`src/rtl/paddle_pkg.sv`:
```
// Shared constants and helper functions for the paddle axis front end.
package paddle_pkg;

    // Field positions inside the hps_io mouse packet.
    localparam int MS_STB   = 24;
    localparam int MS_XS    = 4;
    localparam int MS_YS    = 5;
    localparam int MS_DX_LO = 8;
    localparam int MS_DY_LO = 16;

    // Limit a scaled mouse delta to the symmetric range [-max, +max].
    function automatic int clamp_step(input int d, input int max);
        if (d > max) begin
            return max;
        end
        if (d < -max) begin
            return -max;
        end
        return d;
    endfunction

    // Bring an accumulator sum back into a w-bit signed range, either by
    // saturating at the rails or by keeping the low w bits (spinner mode).
    function automatic int sat_or_wrap(input int sum, input logic wrap, input int w);
        int hi;
        int lo;
        int m;
        hi = (1 << (w - 1)) - 1;
        lo = -(1 << (w - 1));
        if (wrap) begin
            m = sum & ((1 << w) - 1);
            if (m > hi) begin
                m = m - (1 << w);
            end
            return m;
        end
        if (sum > hi) begin
            return hi;
        end
        if (sum < lo) begin
            return lo;
        end
        return sum;
    endfunction

endpackage

```
`src/rtl/paddle_axis_acc.sv`:
```
// One mouse axis: scale and clamp the packet delta into a step register,
// then fold the step into a saturating or wrapping position accumulator.
module paddle_axis_acc
    import paddle_pkg::*;
#(
    parameter int AXIS_W     = 8,
    parameter int MAX_STEP   = 10,
    parameter int SENS_SHIFT = 1
) (
    input  logic                     clk_sys,
    input  logic                     reset_n,
    input  logic                     detect_i,
    input  logic                     sign_i,
    input  logic [7:0]               delta_i,
    input  logic                     wrap_i,
    input  logic                     clear_i,
    output logic signed [AXIS_W-1:0] acc_o,
    output logic                     stepValid_o
);

    logic signed [8:0]        delta9;
    logic signed [8:0]        scaled;
    logic signed [AXIS_W-1:0] step_d;
    logic signed [AXIS_W-1:0] step_q;
    logic                     stepValid_q;
    logic signed [AXIS_W+1:0] sum;
    logic signed [AXIS_W-1:0] acc_d;
    logic signed [AXIS_W-1:0] acc_q;

    assign delta9 = {sign_i, delta_i};
    assign scaled = delta9 >>> SENS_SHIFT;
    assign sum    = {{2{acc_q[AXIS_W-1]}}, acc_q} + {{2{step_q[AXIS_W-1]}}, step_q};

    // Sensitivity scaling and step clamp for the incoming delta.
    always_comb begin
        step_d = AXIS_W'(clamp_step(int'(scaled), MAX_STEP));
    end

    // Step register: captures one clamped step per strobe toggle.
    always_ff @(posedge clk_sys or negedge reset_n) begin
        if (!reset_n) begin
            step_q      <= '0;
            stepValid_q <= 1'b0;
        end else begin
            stepValid_q <= detect_i;
            if (detect_i) begin
                step_q <= step_d;
            end
        end
    end

    // Next accumulator value; a clear wins over a pending step.
    always_comb begin
        acc_d = acc_q;
        if (clear_i) begin
            acc_d = '0;
        end else if (stepValid_q) begin
            acc_d = AXIS_W'(sat_or_wrap(int'(sum), wrap_i, AXIS_W));
        end
    end

    // Accumulator register.
    always_ff @(posedge clk_sys or negedge reset_n) begin
        if (!reset_n) begin
            acc_q <= '0;
        end else begin
            acc_q <= acc_d;
        end
    end

    assign acc_o       = acc_q;
    assign stepValid_o = stepValid_q;

endmodule

```
`src/rtl/paddle_axis_mux.sv`:
```
// Mouse / analog-stick to paddle front end: strobe detection, ownership
// arbitration between mouse and stick, and the registered output mux.
module paddle_axis_mux
    import paddle_pkg::*;
#(
    parameter int NUM_PLAYERS  = 2,
    parameter int MOUSE_PLAYER = 0,
    parameter int AXIS_W       = 8,
    parameter int MAX_STEP     = 10,
    parameter int SENS_SHIFT   = 1
) (
    input  logic                              clk_sys,
    input  logic                              reset_n,
    input  logic [24:0]                       ps2_mouse,
    input  logic [16*NUM_PLAYERS-1:0]         joya,
    input  logic [2*NUM_PLAYERS-1:0]          joy_btn,
    input  logic                              wrap_mode,
    input  logic                              recentre,
    output logic [2*AXIS_W*NUM_PLAYERS-1:0]   paddle,
    output logic [2*NUM_PLAYERS-1:0]          paddle_btn,
    output logic                              mouse_active
);

    logic                            armed_q;
    logic                            oldStb_q;
    logic                            detect;
    logic                            stickOwn;
    logic                            clearAcc;
    logic signed [AXIS_W-1:0]        accX;
    logic signed [AXIS_W-1:0]        accY;
    logic                            stepValid;
    logic                            unusedValidY;
    logic                            unusedMouseBits;
    logic                            mouseActive_d;
    logic                            mouseActive_q;
    logic [2*AXIS_W*NUM_PLAYERS-1:0] paddle_d;
    logic [2*AXIS_W*NUM_PLAYERS-1:0] paddle_q;
    logic [2*NUM_PLAYERS-1:0]        paddleBtn_d;
    logic [2*NUM_PLAYERS-1:0]        paddleBtn_q;

    assign unusedMouseBits = ^{ps2_mouse[7:6], ps2_mouse[3:2]};

    // The first edge after reset only samples the strobe level, so a held
    // strobe never looks like a toggle.
    always_ff @(posedge clk_sys or negedge reset_n) begin
        if (!reset_n) begin
            armed_q  <= 1'b0;
            oldStb_q <= 1'b0;
        end else begin
            armed_q  <= 1'b1;
            oldStb_q <= ps2_mouse[MS_STB];
        end
    end

    assign detect   = armed_q && (ps2_mouse[MS_STB] != oldStb_q);
    assign stickOwn = |joya[16*MOUSE_PLAYER +: 16];
    assign clearAcc = stickOwn || recentre;

    paddle_axis_acc #(
        .AXIS_W     (AXIS_W),
        .MAX_STEP   (MAX_STEP),
        .SENS_SHIFT (SENS_SHIFT)
    ) u_accX (
        .clk_sys     (clk_sys),
        .reset_n     (reset_n),
        .detect_i    (detect),
        .sign_i      (ps2_mouse[MS_XS]),
        .delta_i     (ps2_mouse[MS_DX_LO +: 8]),
        .wrap_i      (wrap_mode),
        .clear_i     (clearAcc),
        .acc_o       (accX),
        .stepValid_o (stepValid)
    );

    paddle_axis_acc #(
        .AXIS_W     (AXIS_W),
        .MAX_STEP   (MAX_STEP),
        .SENS_SHIFT (SENS_SHIFT)
    ) u_accY (
        .clk_sys     (clk_sys),
        .reset_n     (reset_n),
        .detect_i    (detect),
        .sign_i      (ps2_mouse[MS_YS]),
        .delta_i     (ps2_mouse[MS_DY_LO +: 8]),
        .wrap_i      (wrap_mode),
        .clear_i     (clearAcc),
        .acc_o       (accY),
        .stepValid_o (unusedValidY)
    );

    // Ownership: a live stick always wins; recentre leaves ownership alone;
    // otherwise any applied mouse step hands the player back to the mouse.
    always_comb begin
        mouseActive_d = mouseActive_q;
        if (stickOwn) begin
            mouseActive_d = 1'b0;
        end else if (!recentre && stepValid) begin
            mouseActive_d = 1'b1;
        end
    end

    // Output mux: sticks pass through for every player, the mouse replaces
    // its player while it owns it.
    always_comb begin
        paddle_d    = '0;
        paddleBtn_d = '0;
        for (int p = 0; p < NUM_PLAYERS; p++) begin
            paddle_d[2*AXIS_W*p +: AXIS_W]          = AXIS_W'(signed'(joya[16*p +: 8]));
            paddle_d[2*AXIS_W*p + AXIS_W +: AXIS_W] = AXIS_W'(signed'(joya[16*p + 8 +: 8]));
            paddleBtn_d[2*p +: 2]                   = joy_btn[2*p +: 2];
        end
        if (mouseActive_q) begin
            paddle_d[2*AXIS_W*MOUSE_PLAYER +: 2*AXIS_W] = {accY, accX};
            paddleBtn_d[2*MOUSE_PLAYER +: 2]            = ps2_mouse[1:0];
        end
    end

    // Registered outputs and ownership flag.
    always_ff @(posedge clk_sys or negedge reset_n) begin
        if (!reset_n) begin
            paddle_q      <= '0;
            paddleBtn_q   <= '0;
            mouseActive_q <= 1'b0;
        end else begin
            paddle_q      <= paddle_d;
            paddleBtn_q   <= paddleBtn_d;
            mouseActive_q <= mouseActive_d;
        end
    end

    assign paddle       = paddle_q;
    assign paddle_btn   = paddleBtn_q;
    assign mouse_active = mouseActive_q;

endmodule

```
`config.mk`:
```
export PLATFORM = sky130hd
export DESIGN_NAME = paddle_axis_mux
export DESIGN_NICKNAME = d
export VERILOG_FILES = /design/src/rtl/paddle_pkg.sv /design/src/rtl/paddle_axis_acc.sv /design/src/rtl/paddle_axis_mux.sv
export SDC_FILE = /design/constraint.sdc
export NUM_CORES = 1
export LEC_CHECK = 0
export CAP_MARGIN = 0
export CORE_ASPECT_RATIO = 1.75
export CORE_MARGIN = 2
export CORE_UTILIZATION = 45
export CTS_BUF_LIST = sky130_fd_sc_hd__clkbuf_16
export DETAILED_ROUTE_END_ITERATION = 6
export GPL_ROUTABILITY_DRIVEN = 0
export PLACE_DENSITY = 0.77
export SLEW_MARGIN = 20
export SYNTH_ARGS = -nofsm -noshare
export SYNTH_HDL_FRONTEND = slang
export SYNTH_SLANG_ARGS = --single-unit
```
`constraint.sdc`:
```
create_clock -name clk_sys -period 2.9 [get_ports clk_sys]
set_input_delay 0.58 -clock clk_sys [delete_from_list [all_inputs] [get_ports clk_sys]]
set_output_delay 0.58 -clock clk_sys [all_outputs]
set_load 0.1 [all_outputs]
```
Yosys cells after proc, flatten, opt, wreduce, memory -nomap -nowiden. Index checks and enable logic that the tools add are counted.

Flip-flop bits (word level): 72.

Add/subtract/negate cells: 4. Equality and inequality tests: 1. Magnitude comparators: 10. Multiplexer cells: 57. Reductions and logical operators: 7.

Operators with widths (count): 8-bit two-way mux (24); 1-bit two-way mux (29); 8-bit by 8-bit adder with 9-bit output (2); 9-bit by 8-bit > comparator with 1-bit output, second input constant (2); 9-bit by 8-bit < comparator with 1-bit output, second input constant (2); 8-bit by 5-bit > comparator with 1-bit output, second input constant (2); 8-bit by 7-bit > comparator with 1-bit output, second input constant (2); 8-bit by 5-bit < comparator with 1-bit output, second input constant (2); 16-bit two-way mux (1); 16-bit OR reduction (1); 8-bit by 1-bit subtractor with 8-bit output, second input constant (2); 4-bit two-way mux (2); 2-bit nonzero test (2); 1-bit logical AND (2); 2-bit two-way mux (1); 1-bit logical NOT (1); 1-bit logical OR (1); 1-bit != test (1).

Logic depth before layout (Yosys ltp). Gate-level depths: netlist (run 1).

Depth in word-level cells: 15. Mapped depth: 8.

Hierarchy. A second synthesis (run 1) with hierarchy kept.

Cell total of the unflattened synthesis: 306. Area total of the unflattened synthesis: 3584.7 um2.

By module, submodules not included: paddle_axis_mux (area each 1312.5 um2, sequential area each 975.9 um2, times used 1, cells each 71); paddle_axis_acc (u_accY) (area each 1137.3 um2, sequential area each 425.4 um2, times used 1, cells each 119); paddle_axis_acc (u_accX) (area each 1134.8 um2, sequential area each 425.4 um2, times used 1, cells each 116).

Least setup slack after synthesis (run 1). Ideal clock, no wire load.

Path kind: reg-to-reg. From: register mouseActive_q (netlist: mouse_active). To: register paddleBtn_q[0] (netlist: paddle_btn[0]). Library setup time: 0.125 ns. Data arrival time: 2.026 ns. Path slack: 0.749 ns. Period minus slack after synthesis: 2.151 ns. Required time: 2.775 ns. Cell stages (with the launch flop): 4. Path buffers: 2. Cells stage by stage: dfrtp_1 clkbuf_1 buf_1 mux2_2.

Word-level cells in the longest chain between the ends: 1.

RTL lines: from (decl) (line paddle_axis_mux.sv:35) `logic mouseActive_q;`; from (signal assigned) (line paddle_axis_mux.sv:127) `mouseActive_q <= mouseActive_d;`; 2-bit two-way mux (line paddle_axis_mux.sv:112) `if (mouseActive_q) begin`; named net paddleBtn_d[0] (line paddle_axis_mux.sv:38) `logic [2*NUM_PLAYERS-1:0] paddleBtn_d;`; to (signal assigned) (line paddle_axis_mux.sv:126) `paddleBtn_q <= paddleBtn_d;`; to (decl) (line paddle_axis_mux.sv:39) `logic [2*NUM_PLAYERS-1:0] paddleBtn_q;`.

The timed path passes the listed nets, and every way through them passes these cells. A chain may end at the register's enable or synchronous reset.

Final worst setup path (run 1).
From: input joya[10]. To: register u_accX.acc_q[1] (netlist: u_accX.acc_o[1]).

Word-level cells in the longest chain between the ends: 3.

RTL lines: from (decl) (line paddle_axis_mux.sv:15) `input logic [16*NUM_PLAYERS-1:0] joya,`; 16-bit OR reduction * (line paddle_axis_mux.sv:56) `assign stickOwn = |joya[16*MOUSE_PLAYER +: 16];`; 1-bit logical OR * (line paddle_axis_mux.sv:57) `assign clearAcc = stickOwn || recentre;`; 8-bit two-way mux / 2-bit nonzero test (equally long branches); to (signal assigned) (line paddle_axis_acc.sv:65) `acc_q <= '0;`; to (signal assigned) (line paddle_axis_acc.sv:67) `acc_q <= acc_d;`; to (decl) (line paddle_axis_acc.sv:28) `logic signed [AXIS_W-1:0] acc_q;`.

Every way passes the cells marked *; elsewhere a longest branch is shown, timed or not.

==> results of run 1 <==
-- sequential cells by signal, summed over array words and instances (netlist names) --
name and count:
oldStb_q 1, armed_q 1, u_accY.step_q 8, u_accY.acc_o 8, u_accX.acc_o 8, mouse_active 1, u_accY.stepValid_o 1, paddle_btn 4
paddle 32, u_accX.step_q 8
-- cells in the final DEF, fill, tap and decap left out, types with 8 or more instances in the layout --
cell,netlist,final
clkbuf_16,0,9
clkdlybuf4s50_1,0,57
mux2_2,18,18
nor2_1,16,16
nand2_1,33,33
ha_1,18,18
o311ai_1,10,10
buf_4,0,43
a21o_1,8,8
o21ai_0,14,14
dfrtp_1,72,72
-- worst register-to-register path, stage by stage (launching register included) --
cell and delay, ns:
dfrtp_1 0.40, ha_1 0.24, fa_1 0.41, a21o_1 0.22
a21oi_1 0.25, o21ai_1 0.20, nor3_4 0.30, o211ai_1 0.16
-- cell type report --
type                    instances  area [um^2]
fillers                       574         2608
flip-flops and latches         72         1802
multi-input cells             201         1508
repair buffers                100        893.4
clock buffers                   9        225.2
well taps                      86        107.6
clock inverters                 7        71.32
inverters                       5        18.77
-- power by group through the flow --
stage                     clock network (W)  registers [W]  logic (W)
after global routing                0.00116        0.00111   0.000609
after floorplan                           0        0.00130   0.000184
after detailed placement                  0        0.00112   0.000567
after CTS                           0.00111        0.00110   0.000571
final                               0.00109        0.00110   0.000567
after global placement                    0        0.00112   0.000555
-- metrics by stage --
step / std cells / hold WS [ns] / utilization [%]
finish: 480 / 0.3550 / 63.95
global route: 480 / 0.4403 / 63.95
CTS: 480 / 0.4124 / 63.95
detailed placement: 464 / 0.4810 / 59.85
global placement: 464 / 0.4701 / 59.85
floorplan: 284 / 0.2844 / -
-- path summary, 6_finish.rpt --
kind                                  start          endpoint  slack (ns)  depth (start not counted)
min                                 reset_n  u_accX.step_q[3]        0.36                          1
max reg2reg                 u_accX.acc_o[0]   u_accX.acc_o[1]        0.58                          7
min in group clk_sys       u_accX.step_q[4]  u_accX.step_q[4]        0.49                          2
max in group asynchronous           reset_n  u_accX.step_q[0]        1.94                          1
max                                joya[10]   u_accX.acc_o[1]        0.44                          8
min reg2reg                u_accX.step_q[4]  u_accX.step_q[4]        0.49                          2
-- logic make-up (layout without fill, tap and decap cells) --
kind of cell             Yosys count  in the layout
adder cells (fa/ha/maj)           20             20
buffers and inverters             11            121
XOR/XNOR                          11             11
flip-flops                        72             72
AND/OR/NAND/NOR                   84             84
multiplexers                      21             21
AO/OA/AOI/OAI                     64             64
other                              1              1
-- per-layer routing --
layer	GRT usage (%)	part of all wire, %
met1	21.88	37
met2	35.04	55
met5	0	0
met3	4.859	4.9
met4	10.54	3.1
==> impl_metrics.ini, run 1 <==
[global_routing]
grt_antenna_before_repair = 0
grt_usage_pct = 19.96
grt_pass1_wl_um = 12920
grt_pass1_vias = 2797
grt_max_degree = 73
grt_overflow = 0

[clocking]
ctsResizeCount = 0
cts_htree_levels = 3
cts_buffer_depth = 2
path_clk_slew_ns = 0.05
clkLatencyLatePin_ns = 0.33
cts_buffers = 9
cts_tree = built
root_buffer = clkbuf_16
clock_sinks = 72
post_cts_buffers = 0
hold_buffers = 0

[critical_path]
cp_cell_sequence = clkdlybuf4s50_1, nor4_1, buf_4, nand4_1, nor2_1, and2_1, nand4b_2, o211ai_1
critPathTopFamily = simple AND/OR/NAND/NOR gates
cp_num_buf_inv = 2
critPathMaxFanout = 7
critical-path-max-stage-delay_ns = 0.48
slowest_stage = nor4_1
crit_type = input port to flip-flop
start_kind = input port
worstPathArrival_ns = 2.69
cp_data_required_time_ns = 3.14
worstSetupEndpointType = flip-flop

[logic_synthesis]
synth_compound_gate_area_share_pct = 13.99
synth-xor-area-share_pct = 2.873
synthFlopType = dfrtp_1
synthArstFlopShare_pct = 100.0
synth_top_family_by_area = compound AO/OA/AOI/OAI gates
yosysSeqAreaShare_pct = 53.73
synth.top_cells.by_count = 72 x dfrtp_1, 33 x nand2_1, 18 x ha_1, 18 x mux2_2, 16 x nor2_1
synthesis.nets = 369
synth_area_per_cell_um2 = 11.81
ys_ff_latch = 72
synthMuxAreaShare_pct = 6.940
synth.top_cell.area_share_pct = 53.73
synth_cell_types = 44
synth.largest_area_cell = dfrtp_1
synth_area_um2 = 3353
synth.most_common_cell = dfrtp_1
netlist_instances = 284
synthAdderAreaFrac_pct = 7.910
synth_area_leaders = dfrtp_1 54%, ha_1 6.7%, mux2_2 6.0%, nand2_1 3.7%, o311ai_1 2.6%
synth-warning-count = 0
yosys.area_share.simple_pct = 13.13
synth_edf_count = 0

[placed_design]
hpwl_um = 5596
dpl_worst_slack_ns = 0.1002
io_buffers = 95
dpl-instance-area_um2 = 4329

[finish]
layout.nets = 474
area_growth_pct = 37.95
final_area_um2 = 4626
antennaDiodeCount = 0
drive_gt1_share_pct = 22.59

[pwr]
pwr-share-clk_pct = 39.5
p_int_w = 0.001932
seq_power_share_pct = 40.0
p_leak_nw = 2.086
power.density_nw_per_um2 = 595.8
swShare_pct = 29.90
power_frac_comb_pct = 20.6
ir_worst_vdd_mv = 0.3149
switching_power_w = 0.0008241
finalPower_w = 0.002756

[routing]
vias = 2589
wl_um = 7429
drt_iter0_markers = 129
first_pass_iters = 4
ant_nets = 0
drc = 0
wl_per_cell_um = 15.48
drt-vias-per-instance = 5.394

[sta]
slew_viol_final = 0
finalSetupTns_ns = 0
max-slew-margin-rel_pct = 40.23
fin_crit_ns = 2.457
hold_violations = 0
clock.fmax_mhz = 407.1
rsz0062_at_grt = no
fin_crit_sh_pct = 84.71
finalWorstSetupSlack_ns = 0.4434
setup_violations = 0
clock_skew_ns = 0.007055
tightest_slew_ns = 0.8966

[floorplan]
rows = 41
die_h_um = 118.2
initial_utilization_pct = 46.36
die_w_um = 69.26
fp.coreArea_um2 = 7233
dieArea_um2 = 8186
io_pins = 102

[status]
status = finished, final reports clean

[flow_run]
max-cap-violations = 0

[hold_path]
holdCritPathClass = input port to asynchronous set/reset pin
(Power assumes the default switching activity.)
==> inputs of run 2 (changes only) <==
==> constraint.sdc (replaced) <==
create_clock -name clk_sys -period 2.5 [get_ports clk_sys]
set_input_delay 0.5 -clock clk_sys [delete_from_list [all_inputs] [get_ports clk_sys]]
set_output_delay 0.5 -clock clk_sys [all_outputs]
set_load 0.1 [all_outputs]
==> impl_metrics.ini, run 2 (same netlist as run 1, synthesis figures left out) <==
[critical_path]
cp_data_required_time_ns = 2.69
regToRegStartpoint = u_accX.acc_o[0]
critPathMaxFanout = 7
worstPathArrival_ns = 2.51
start_kind = flip-flop
worstSetupEndpointType = flip-flop
crit_type = flip-flop to flip-flop
worst-r2r-cell-count = 7
r2r-end = u_accX.acc_o[5]
reg2reg_slack_ns = 0.19

[finish]
final_area_um2 = 4678
area_growth_pct = 39.52
n_fill_cell = 560
antennaDiodeCount = 0
final_common_cell = dfrtp_1
seq_area_um2 = 1802
drive_gt1_share_pct = 22.92
final_cell_mix = 72 x dfrtp_1, 57 x clkdlybuf4s50_1, 47 x buf_4
largest_reg_flops = 32
multi_input_comb_area_um2 = 1508
layout.nets = 479

[clocking]
clkLatencyLatePin_ns = 0.33
cts_buffer_depth = 2
hold_buffers = 0
cts_buffers = 9
root_buffer = clkbuf_16
cts_tree = built
cts_htree_levels = 3
clock_sinks = 72
ctsResizeCount = 0
path_clk_slew_ns = 0.05
post_cts_buffers = 0

[routing]
dr_wl_met2_um = 4058
wl_um = 7401
met1_length_um = 2806
wl_per_cell_um = 15.32
highest_layer = met4
ant_nets = 0
drt-vias-per-instance = 5.468
met3_wirelength_um = 347
drc = 0
vias = 2641
drt_iter0_markers = 131
first_pass_iters = 4

[global_routing]
grt_pass1_vias = 2728
grt_overflow = 0
grt_antenna_before_repair = 0
grt_max_degree = 73
grt_pass1_wl_um = 12540
grt_usage_pct = 19.53

[sta]
max-slew-margin-rel_pct = 41.35
slew_viol_final = 0
clock.fmax_mhz = 432.3
rsz0062_at_grt = no
tightest_slew_ns = 0.8797
setup_violations = 0
fin_crit_sh_pct = 92.53
hold_violations = 0
fin_crit_ns = 2.313
clock_skew_ns = 0.004004

[placed_design]
dpl-instance-area_um2 = 4379
hpwl_um = 5762
io_buffers = 95

[floorplan]
initial_utilization_pct = 46.36
rows = 41
fp.coreArea_um2 = 7233
io_pins = 102
dieArea_um2 = 8186
die_w_um = 69.26
die_h_um = 118.2

[pwr]
power.density_nw_per_um2 = 692.4
p_leak_nw = 2.123
ir_worst_vdd_mv = 0.4006
finalPower_w = 0.003239

[status]
status = finished, final reports clean

[hold_path]
holdCritPathClass = input port to asynchronous set/reset pin

[flow_run]
max-cap-violations = 0
## run 2: cell count changes in the layout (fill, tap and decap cells not counted)
cell | before | now
buf_4 | 43 | 47
buf_12 | 0 | 1
bufinv_16 | 1 | 2
clkinvlp_4 | 3 | 0
inv_6 | 1 | 0
clkinv_1 | 0 | 1
## run 2: per-stage QoR
step	cells	TNS [ns]	setup slack [ns]	util (%)	hold slack, ns
2_1_floorplan	284	0	0.3495	-	0.2044
3_3_place_gp	469	0	0.001135	60.54	0.4720
3_5_place_dp	469	-0.3210	-0.05003	60.54	0.4754
4_1_cts	483	0	0.1792	64.68	0.3282
5_1_grt	483	0	0.05352	64.68	0.3807
6_report	483	0	0.1869	64.68	0.2794
## run 2: how the worst max path moves through the flow
stage,from,to,slack [ns],depth (start not counted)
2_1_floorplan,mouse_active,paddle_btn[0],0.35,3
3_3_place_gp,joya[10],u_accX.acc_o[6],0.001,8
3_5_place_dp,joya[10],u_accX.acc_o[5],-0.05,8
4_1_cts,u_accX.acc_o[0],u_accX.acc_o[5],0.18,7
5_1_grt,u_accX.acc_o[0],u_accX.acc_o[4],0.05,7
6_report,u_accX.acc_o[0],u_accX.acc_o[5],0.19,7
## run 2: final cells by class
type                            instances  share of cell area [%]
Sequential cell                        72                   38.51
Multi-Input combinational cell        201                   32.23
Timing Repair Buffer                  105                   20.17
Clock buffer                            9                   4.814
Tap cell                               86                   2.300
Clock inverter                          5                   1.578
Inverter                                5                  0.4012
## run 2: layer usage
metal	up-vias	track usage [%]
met3	17	4.859
met1	1271	20.57
met2	91	35.22
met5	-	0
li1	1262	-
met4	0	10.05
## run 2: power by group
| part | internal (W) | switching [W] |
|---|---|---|
| combinational | 0.000230 | 0.000427 |
| clock | 0.000854 | 0.000450 |
| sequential | 0.00124 | 0.0000372 |
| total | 0.00232 | 0.000914 |
## run 2: worst max-delay path, cell delays in order, from the launching register on
cell,delay (ns)
dfrtp_1,0.40
ha_1,0.23
fa_1,0.41
a21o_1,0.22
a21oi_1,0.26
o21ai_1,0.20
nor3_4,0.30
o311ai_1,0.15
==> inputs of run 3 (changes only) <==
--- a/config.mk
+++ b/config.mk
@@ -11,7 +11,7 @@
 export CORE_UTILIZATION = 45
 export CTS_BUF_LIST = sky130_fd_sc_hd__clkbuf_16
 export DETAILED_ROUTE_END_ITERATION = 6
-export GPL_ROUTABILITY_DRIVEN = 0
+export GPL_ROUTABILITY_DRIVEN = 1
 export PLACE_DENSITY = 0.77
 export SLEW_MARGIN = 20
 export SYNTH_ARGS = -nofsm -noshare
==> constraint.sdc (replaced) <==
create_clock -name clk_sys -period 2.5 [get_ports clk_sys]
set_input_delay 0.375 -clock clk_sys [delete_from_list [all_inputs] [get_ports clk_sys]]
set_output_delay 0.375 -clock clk_sys [all_outputs]
set_load 0.1 [all_outputs]
==> impl_metrics.ini, run 3 (same netlist as run 1, synthesis figures left out) <==
[global_routing]
grt_max_degree = 73
grt_pass1_vias = 2737
grt_antenna_before_repair = 0
grt_usage_pct = 19.43
grt_pass1_wl_um = 12610
grt_overflow = 0

[floorplan]
die_h_um = 118.2
io_pins = 102
die_w_um = 69.26
dieArea_um2 = 8186
initial_utilization_pct = 46.36
fp.coreArea_um2 = 7233
rows = 41

[placed_design]
io_buffers = 95
gp_congestion = 0.8511
hpwl_um = 5658

[finish]
largest_reg_flops = 32
drive_gt1_share_pct = 22.42
layout.nets = 477
antennaDiodeCount = 0
utilization_pct = 64.49
area_growth_pct = 39.10
final_cell_mix = 72 x dfrtp_1, 57 x clkdlybuf4s50_1, 46 x buf_4
final_common_cell = dfrtp_1

[clocking]
hold_buffers = 0
ctsResizeCount = 0
cts_htree_levels = 3
cts_buffers = 9
cts_buffer_depth = 2
path_clk_slew_ns = 0.06
clock_sinks = 72
root_buffer = clkbuf_16
post_cts_buffers = 0
clkLatencyLatePin_ns = 0.33
cts_tree = built

[status]
status = finished, final reports clean

[critical_path]
regToRegStartpoint = u_accX.acc_o[0]
worstSetupEndpointType = flip-flop
worstPathArrival_ns = 2.54
cp_data_required_time_ns = 2.69
start_kind = flip-flop
crit_start = u_accX.acc_o[0]
crit_type = flip-flop to flip-flop
critPathMaxFanout = 7
worst-r2r-cell-count = 7

[sta]
finalSetupTns_ns = 0
setup_violations = 0
fin_crit_sh_pct = 94.00
fin_crit_ns = 2.350
hold_violations = 0
max-slew-margin-rel_pct = 40.93
tightest_slew_ns = 0.8861
clock.fmax_mhz = 425.5
slew_viol_final = 0
rsz0062_at_grt = no
clock_skew_ns = 0.003843

[routing]
drt_iter0_markers = 142
ant_nets = 0
drc = 0
first_pass_iters = 4
drt-vias-per-instance = 5.275
wl_um = 7314
wl_per_cell_um = 15.14
vias = 2548

[pwr]
finalPower_w = 0.003271
ir_worst_vdd_mv = 0.3493
p_leak_nw = 2.115
power.density_nw_per_um2 = 701.3

[hold_path]
holdCritPathClass = input port to asynchronous set/reset pin

[flow_run]
max-cap-violations = 0
==> run 3: cell count changes in the layout (fill, tap and decap cells not counted), sizes merged <==
cell,change
buf,-2
clkinvlp,+1
inv,+1
==> run 3: stage by stage <==
step,instance area (um^2),hold slack (ns),setup WS [ns],std cells
3_5_place_dp,4352,0.4784,0.04302,467
3_3_place_gp,4352,0.4719,0.1252,467
5_1_grt,4664,0.2384,0.02622,483
4_1_cts,4664,0.2015,0.1736,483
6_report,4664,0.1581,0.1500,483
2_1_floorplan,3353,0.07941,0.3495,284
==> run 3: report_power, final <==
group,total [W],switching (W),internal (W)
registers,0.00128,0.0000362,0.00124
clock network,0.00134,0.000474,0.000864
logic,0.000657,0.000427,0.000230
total,0.00327,0.000937,0.00233
==> run 3: critical path: stages, from the launching register on <==
cell and delay [ns]:
dfrtp_1 0.40, ha_1 0.24, fa_1 0.42, a21o_1 0.22, a21oi_1 0.27, o21ai_1 0.21, nor3_4 0.30, o211ai_1 0.15
==> run 3: area by class of cell <==
cell class                      count  area, um^2
Inverter                            5       18.77
Sequential cell                    72        1802
Tap cell                           86       107.6
Fill cell                         524        2569
Clock buffer                        9       225.2
Multi-Input combinational cell    201        1508
Timing Repair Buffer              103       915.9
Clock inverter                      7       87.58
==> run 3: final timing paths <==
check | to | slack [ns]
min in group clk_sys | paddle[22] | 0.48
hold reg to reg | u_accX.step_q[7] | 0.48
setup / recovery | u_accX.acc_o[1] | 0.15
max in group asynchronous | u_accY.acc_o[4] | 1.75
hold / removal | u_accX.acc_o[4] | 0.16
setup reg to reg | u_accX.acc_o[1] | 0.15
==> run 3: layer usage <==
layer  global-route usage, %  routed length [um]  vias to the layer above
met1                   22.29                2917                     1204
met3                   4.092                 344                       10
li1                        -                   -                     1254
met2                   33.95                3882                       80
met4                   9.314                 169                        0
met5                       0                   0                        -
